### src/rtl/trc_pkg.sv
// Shared definitions for the twisted ring counter: mode codes, the per-edge
// action selector, and helpers that map a phase index to its state encoding.
package trc_pkg;

    localparam int MODE_JOHNSON = 0;
    localparam int MODE_RING    = 1;
    localparam int MAX_WIDTH    = 16;

    // What the counter does on the next clock edge, in priority order.
    typedef enum logic [2:0] {
        ACT_HOLD,
        ACT_STEP,
        ACT_RECOVER,
        ACT_LOAD,
        ACT_BAD_LOAD,
        ACT_CLEAR
    } action_t;

    // Number of distinct phases in one full cycle of the sequence.
    function automatic int num_states(input int width, input int mode);
        return (mode == MODE_RING) ? width : 2 * width;
    endfunction

    // State encoding of phase k. Johnson: the low k bits set for k <= width,
    // otherwise bits k-width..width-1 set. Ring: a single one at bit k.
    function automatic logic [MAX_WIDTH-1:0] phase_to_q(input int k, input int width,
                                                        input int mode);
        logic [MAX_WIDTH-1:0] v;
        v = '0;
        for (int i = 0; i < MAX_WIDTH; i++) begin
            if (mode == MODE_RING)
                v[i] = (i == k);
            else if (k <= width)
                v[i] = (i < k);
            else
                v[i] = (i >= k - width) && (i < width);
        end
        return v;
    endfunction

endpackage

### src/rtl/trc_decode.sv
// Combinational decode of the counter state into a binary phase index and a
// legality flag. An unrecognised state reports phase 0 with legal low.
module trc_decode
    import trc_pkg::*;
#(
    parameter int WIDTH = 3,
    parameter int MODE  = MODE_JOHNSON,
    parameter int PW    = $clog2(2 * WIDTH)
) (
    input  logic [WIDTH-1:0] q,
    output logic [PW-1:0]    phase,
    output logic             legal
);

    localparam int S = num_states(WIDTH, MODE);

    // Match q against every legal encoding; at most one can hit.
    always_comb begin
        // NOTE: every output gets a default before the loop so no path infers a latch.
        phase = '0;
        legal = 1'b0;
        for (int k = 0; k < S; k++) begin
            if (q == WIDTH'(phase_to_q(k, WIDTH, MODE))) begin
                phase = PW'(k);
                legal = 1'b1;
            end
        end
    end

endmodule

### src/rtl/twisted_ring_counter.sv
// Johnson / one-hot ring counter with direction control, synchronous clear
// and phase load, illegal-state recovery and a registered error pulse.
module twisted_ring_counter
    import trc_pkg::*;
#(
    parameter int WIDTH = 3,
    parameter int MODE  = MODE_JOHNSON,
    localparam int PW   = $clog2(2 * WIDTH)
) (
    input  logic             clk,
    input  logic             rstn,
    input  logic             en,
    input  logic             dir,
    input  logic             clr,
    input  logic             ld,
    input  logic [PW-1:0]    ld_phase,
    output logic [WIDTH-1:0] q,
    output logic [PW-1:0]    phase,
    output logic             tc,
    output logic             err
);

    localparam int               S      = num_states(WIDTH, MODE);
    localparam logic [WIDTH-1:0] Q_ZERO = WIDTH'(phase_to_q(0, WIDTH, MODE));

    logic [WIDTH-1:0] q_state;
    logic [WIDTH-1:0] q_next;
    logic [WIDTH-1:0] q_fwd;
    logic [WIDTH-1:0] q_rev;
    logic [WIDTH-1:0] q_load;
    logic             err_next;
    logic             legal;
    action_t          action;

    trc_decode #(
        .WIDTH (WIDTH),
        .MODE  (MODE),
        .PW    (PW)
    ) u_decode (
        .q     (q_state),
        .phase (phase),
        .legal (legal)
    );

    // Pick this edge's action: clear > load > recovery > step > hold.
    always_comb begin
        action = ACT_HOLD;
        if (clr)
            action = ACT_CLEAR;
        else if (ld)
            action = (32'(ld_phase) < 32'(S)) ? ACT_LOAD : ACT_BAD_LOAD;
        else if (!legal)
            action = ACT_RECOVER;
        else if (en)
            action = ACT_STEP;
    end

    // One-step neighbours of the current state in each direction.
    always_comb begin
        if (MODE == MODE_RING) begin
            q_fwd = {q_state[WIDTH-2:0], q_state[WIDTH-1]};
            q_rev = {q_state[0], q_state[WIDTH-1:1]};
        end else begin
            q_fwd = {q_state[WIDTH-2:0], ~q_state[WIDTH-1]};
            q_rev = {~q_state[0], q_state[WIDTH-1:1]};
        end
    end

    // Encoding of the requested load phase (only used when it is in range).
    always_comb begin
        q_load = Q_ZERO;
        for (int k = 0; k < S; k++) begin
            if (ld_phase == PW'(k))
                q_load = WIDTH'(phase_to_q(k, WIDTH, MODE));
        end
    end

    // Next state and next error flag from the selected action.
    always_comb begin
        q_next   = q_state;
        err_next = 1'b0;
        case (action)
            ACT_CLEAR:    q_next = Q_ZERO;
            ACT_LOAD:     q_next = q_load;
            ACT_BAD_LOAD: err_next = 1'b1;
            ACT_RECOVER: begin
                q_next   = Q_ZERO;
                err_next = 1'b1;
            end
            ACT_STEP:     q_next = dir ? q_rev : q_fwd;
            default:      q_next = q_state;
        endcase
    end

    // State and error registers; reset lands on phase 0 with no error.
    always_ff @(posedge clk or negedge rstn) begin
        // NOTE: sequential state uses non-blocking assignments so all flops update together.
        if (!rstn) begin
            q_state <= Q_ZERO;
            err     <= 1'b0;
        end else begin
            q_state <= q_next;
            err     <= err_next;
        end
    end

    assign q  = q_state;
    assign tc = en & ~clr & ~ld & legal & (dir ? (phase == '0) : (phase == PW'(S - 1)));

endmodule

### config.mk
export PLATFORM = sky130hd
export DESIGN_NAME = twisted_ring_counter
export DESIGN_NICKNAME = d
export VERILOG_FILES = /design/src/rtl/trc_pkg.sv /design/src/rtl/trc_decode.sv /design/src/rtl/twisted_ring_counter.sv
export SDC_FILE = /design/constraint.sdc
export NUM_CORES = 1
export LEC_CHECK = 0
export ABC_AREA = 1
export BUFFER_PORTS_ARGS = -buffer_cell sky130_fd_sc_hd__buf_2
export CORE_AREA = 2 2 39 41
export DETAILED_ROUTE_END_ITERATION = 7
export DIE_AREA = 0 0 41 43
export MAX_ROUTING_LAYER = met4
export PLACE_DENSITY = 0.54
export SETUP_SLACK_MARGIN = 0.5
export SYNTH_ARGS = -nofsm -noshare
export SYNTH_HDL_FRONTEND = slang
export SYNTH_HIERARCHICAL = 1
export SYNTH_SLANG_ARGS = --single-unit
export TNS_END_PERCENT = 1
### constraint.sdc
create_clock -name clk -period 3.45 [get_ports clk]
set_input_delay 0.69 -clock clk [delete_from_list [all_inputs] [get_ports clk]]
set_output_delay 0.69 -clock clk [all_outputs]
set_load 0.01 [all_outputs]
==> results.md <==
* Slowest cell on the critical path: dfrtp_1
* Post-layout nets at 102
* Cts bufs inserted at 3
* Clock buffer depth at 2
* Synth area leader: dfrtp_1
* Met1 Track Usage GR at 15.3%
* Post-synth top area share at 23.5%
* Slew margin rel. at 68.9%
* RSZ-0062 raised after global routing: no
* Critical path's largest stage delay at 450 ps
* First-pass GRT wire length at 1390 µm
* Worst-path cell chain: o211ai_1 -> nand4_1 -> a211oi_1 -> buf_2
* Final hold violations at 0
* Root Driver: clkbuf_4
* Required @ worst endpoint at 2760 ps
* Via/cell ratio at 4.61
* H-tree levels at 1
* Maximum VDD drop at 0.279 mV
* Vias in the first global route at 358
* DR DRC count at 0
* Setup TNS at 0 ps
* Final setup violation count at 0
* Max FO, Critical Path at 9
* Critical path class: reg -> out
* Leakage at 0.315 nW
* Pin count of the biggest net entering global routing at 10
* Pins Over Slew Limit at 0
* Seq/Total Area, Yosys at 23.5%
* Mapped cell area at 425 µm²
* Buf/Inv on CP at 1
* Global-route met3 utilization at 6.28%
* Avg Cell Area, Syn at 5.91 µm²
* Final GP Congestion at 0.726
* Die Y-Extent at 43 µm
* Core Region at 0.00138 mm²
* F_max at 418 MHz
* Gr ovfl total at 0
* Worst path top cell family by delay: compound AO/OA/AOI/OAI gates
* Count of state elements after synthesis at 4
* WL/cell at 8.79 µm
* CTS Sinks at 4
* Routed vias at 493
* Starting DRT DRC Count at 5
* Top Ports at 17
* Setup Fix Bufs, Post-CTS at 0
* Final hold slack at 254 ps
* Power Dens Cells at 433 mW/mm²
* Initial core utilization at 30.7%
* Post-Synthesis Cells at 72
* Clk Latency, worst-skew pair at 230 ps
* Yosys warning count at 6
* Final wirelength at 941 µm
* Startpoint types: register
* Max Cap Violations at 0
* Share of post-route cells with drive strength above 1 at 31.9%
* Initial antenna violation count at 0
* Setup ws final at 1060 ps
* CP Capture Type: output port
* Worst slew pin tran at 464 ps
* TritonRoute pass-1 iters at 2
* Detailed Place HPWL at 799 µm
* Data arrival time of the critical path at 1700 ps
* CTS tree: yes
* Hold buffer count at CTS at 0
* Fin crit share at 69.3%
* Commonest non-fill, non-tap cell in the layout: nand2_1
* Worst Hold Class: in -> async
* Post-CTS resize count at 0
* Synth area leaders: dfrtp_1, nand2_1, nor2_1
* Clock skew at 3.36 ps
* Die footprint at 0.00176 mm²
* Total GRT Usage at 12.0%
* Cell row count at 14
* Port Buf Inserts at 16
* ANT nets after route at 0
* Final worst path period need at 2390 ps
* Synthesized Nets at 81
* Area grow syn2layout at 28.8%
* Chip width at 41 µm
* Gr busiest metal: met2
* Status: complete, no violations
* Pre-CTS setup slack at 1250 ps
* GRT met2 Usage at 17.8%
* Total power at 237 µW
* Reg clk slew, reported paths at 40 ps
* # diodes at 0
* Yosys cell types at 20
* Most frequent cells in the layout: nand2_1, buf_2, nor2_1, nand3_1, inv_1
## through the flow
stage               instance area, µm²  util [%]  cells
floorplan                          425         -     72
global placement                   526      38.0    104
detailed placement                 526      38.0    104
CTS                                548      39.6    107
global route                       548      39.6    107
finish                             548      39.6    107
## sequential cells by signal, summed over array words and instances (netlist names)
name  flops
err       1
q         3
## cell usage after synthesis, drive strengths merged
| library cell | n |
|---|---|
| o21ai | 3 |
| nor2 | 14 |
| nand2 | 23 |
| nand3b | 2 |
| nand4 | 1 |
| inv | 9 |
| or2 | 1 |
| o31ai | 1 |
| nand3 | 9 |
| a21oi | 1 |
| o211ai | 1 |
| a211oi | 1 |
| dfrtp | 4 |
| nor3 | 2 |
## path summary, 6_finish.rpt
path / from / endpoint / slack, ps / cells past startpoint
worst min register to register: q[2]$_DFFE_PN0P_ / q[2]$_DFFE_PN0P_ / 670 / 2
worst max-delay path: q[1]$_DFFE_PN0P_ / tc / 1060 / 4
min in group clk: q[2]$_DFFE_PN0P_ / q[2]$_DFFE_PN0P_ / 670 / 2
worst max register to register: q[1]$_DFFE_PN0P_ / q[2]$_DFFE_PN0P_ / 1860 / 8
max in group asynchronous: rstn / err$_DFF_PN0_ / 3080 / 1
worst min-delay path: rstn / q[2]$_DFFE_PN0P_ / 250 / 1
## cell families (layout without fill, tap and decap cells)
| group | Yosys count | in the layout | synth area share (%) |
|---|---|---|---|
| simple gates | 52 | 52 | 58.5 |
| buf+inv | 9 | 28 | 7.94 |
| compound gates | 7 | 7 | 10.0 |
| flops | 4 | 4 | 23.5 |
## cell type report
class | instances | area (µm²)
well taps | 16 | 20.0
multi-input cells | 59 | 292
inverters | 9 | 33.8
flip-flops and latches | 4 | 100
fillers | 160 | 836
clock buffers | 3 | 22.5
repair buffers | 16 | 80.1
## layer usage
metal  wire length (µm)  vias up
met5                  0        -
met4                  0        0
met3                 49        0
met2                425       13
met1                467      207
li1                   -      273
## power breakdown
part	switching [mW]	total (mW)	internal [mW]
combinational	0.0672	0.111	0.0434
sequential	0.0153	0.0709	0.0556
clock	0.0168	0.0556	0.0387
## worst reg2reg max path: stages, from the launching register on
cell and delay (ps):
dfrtp_1 450, o211ai_1 450, nand2_2 120, nor2_2 140, nor2_2 70, nand2_4 70
nand2_1 50, nor2_1 80, nor2_1 50
Note: power is estimated with default switching activity, not from simulation.
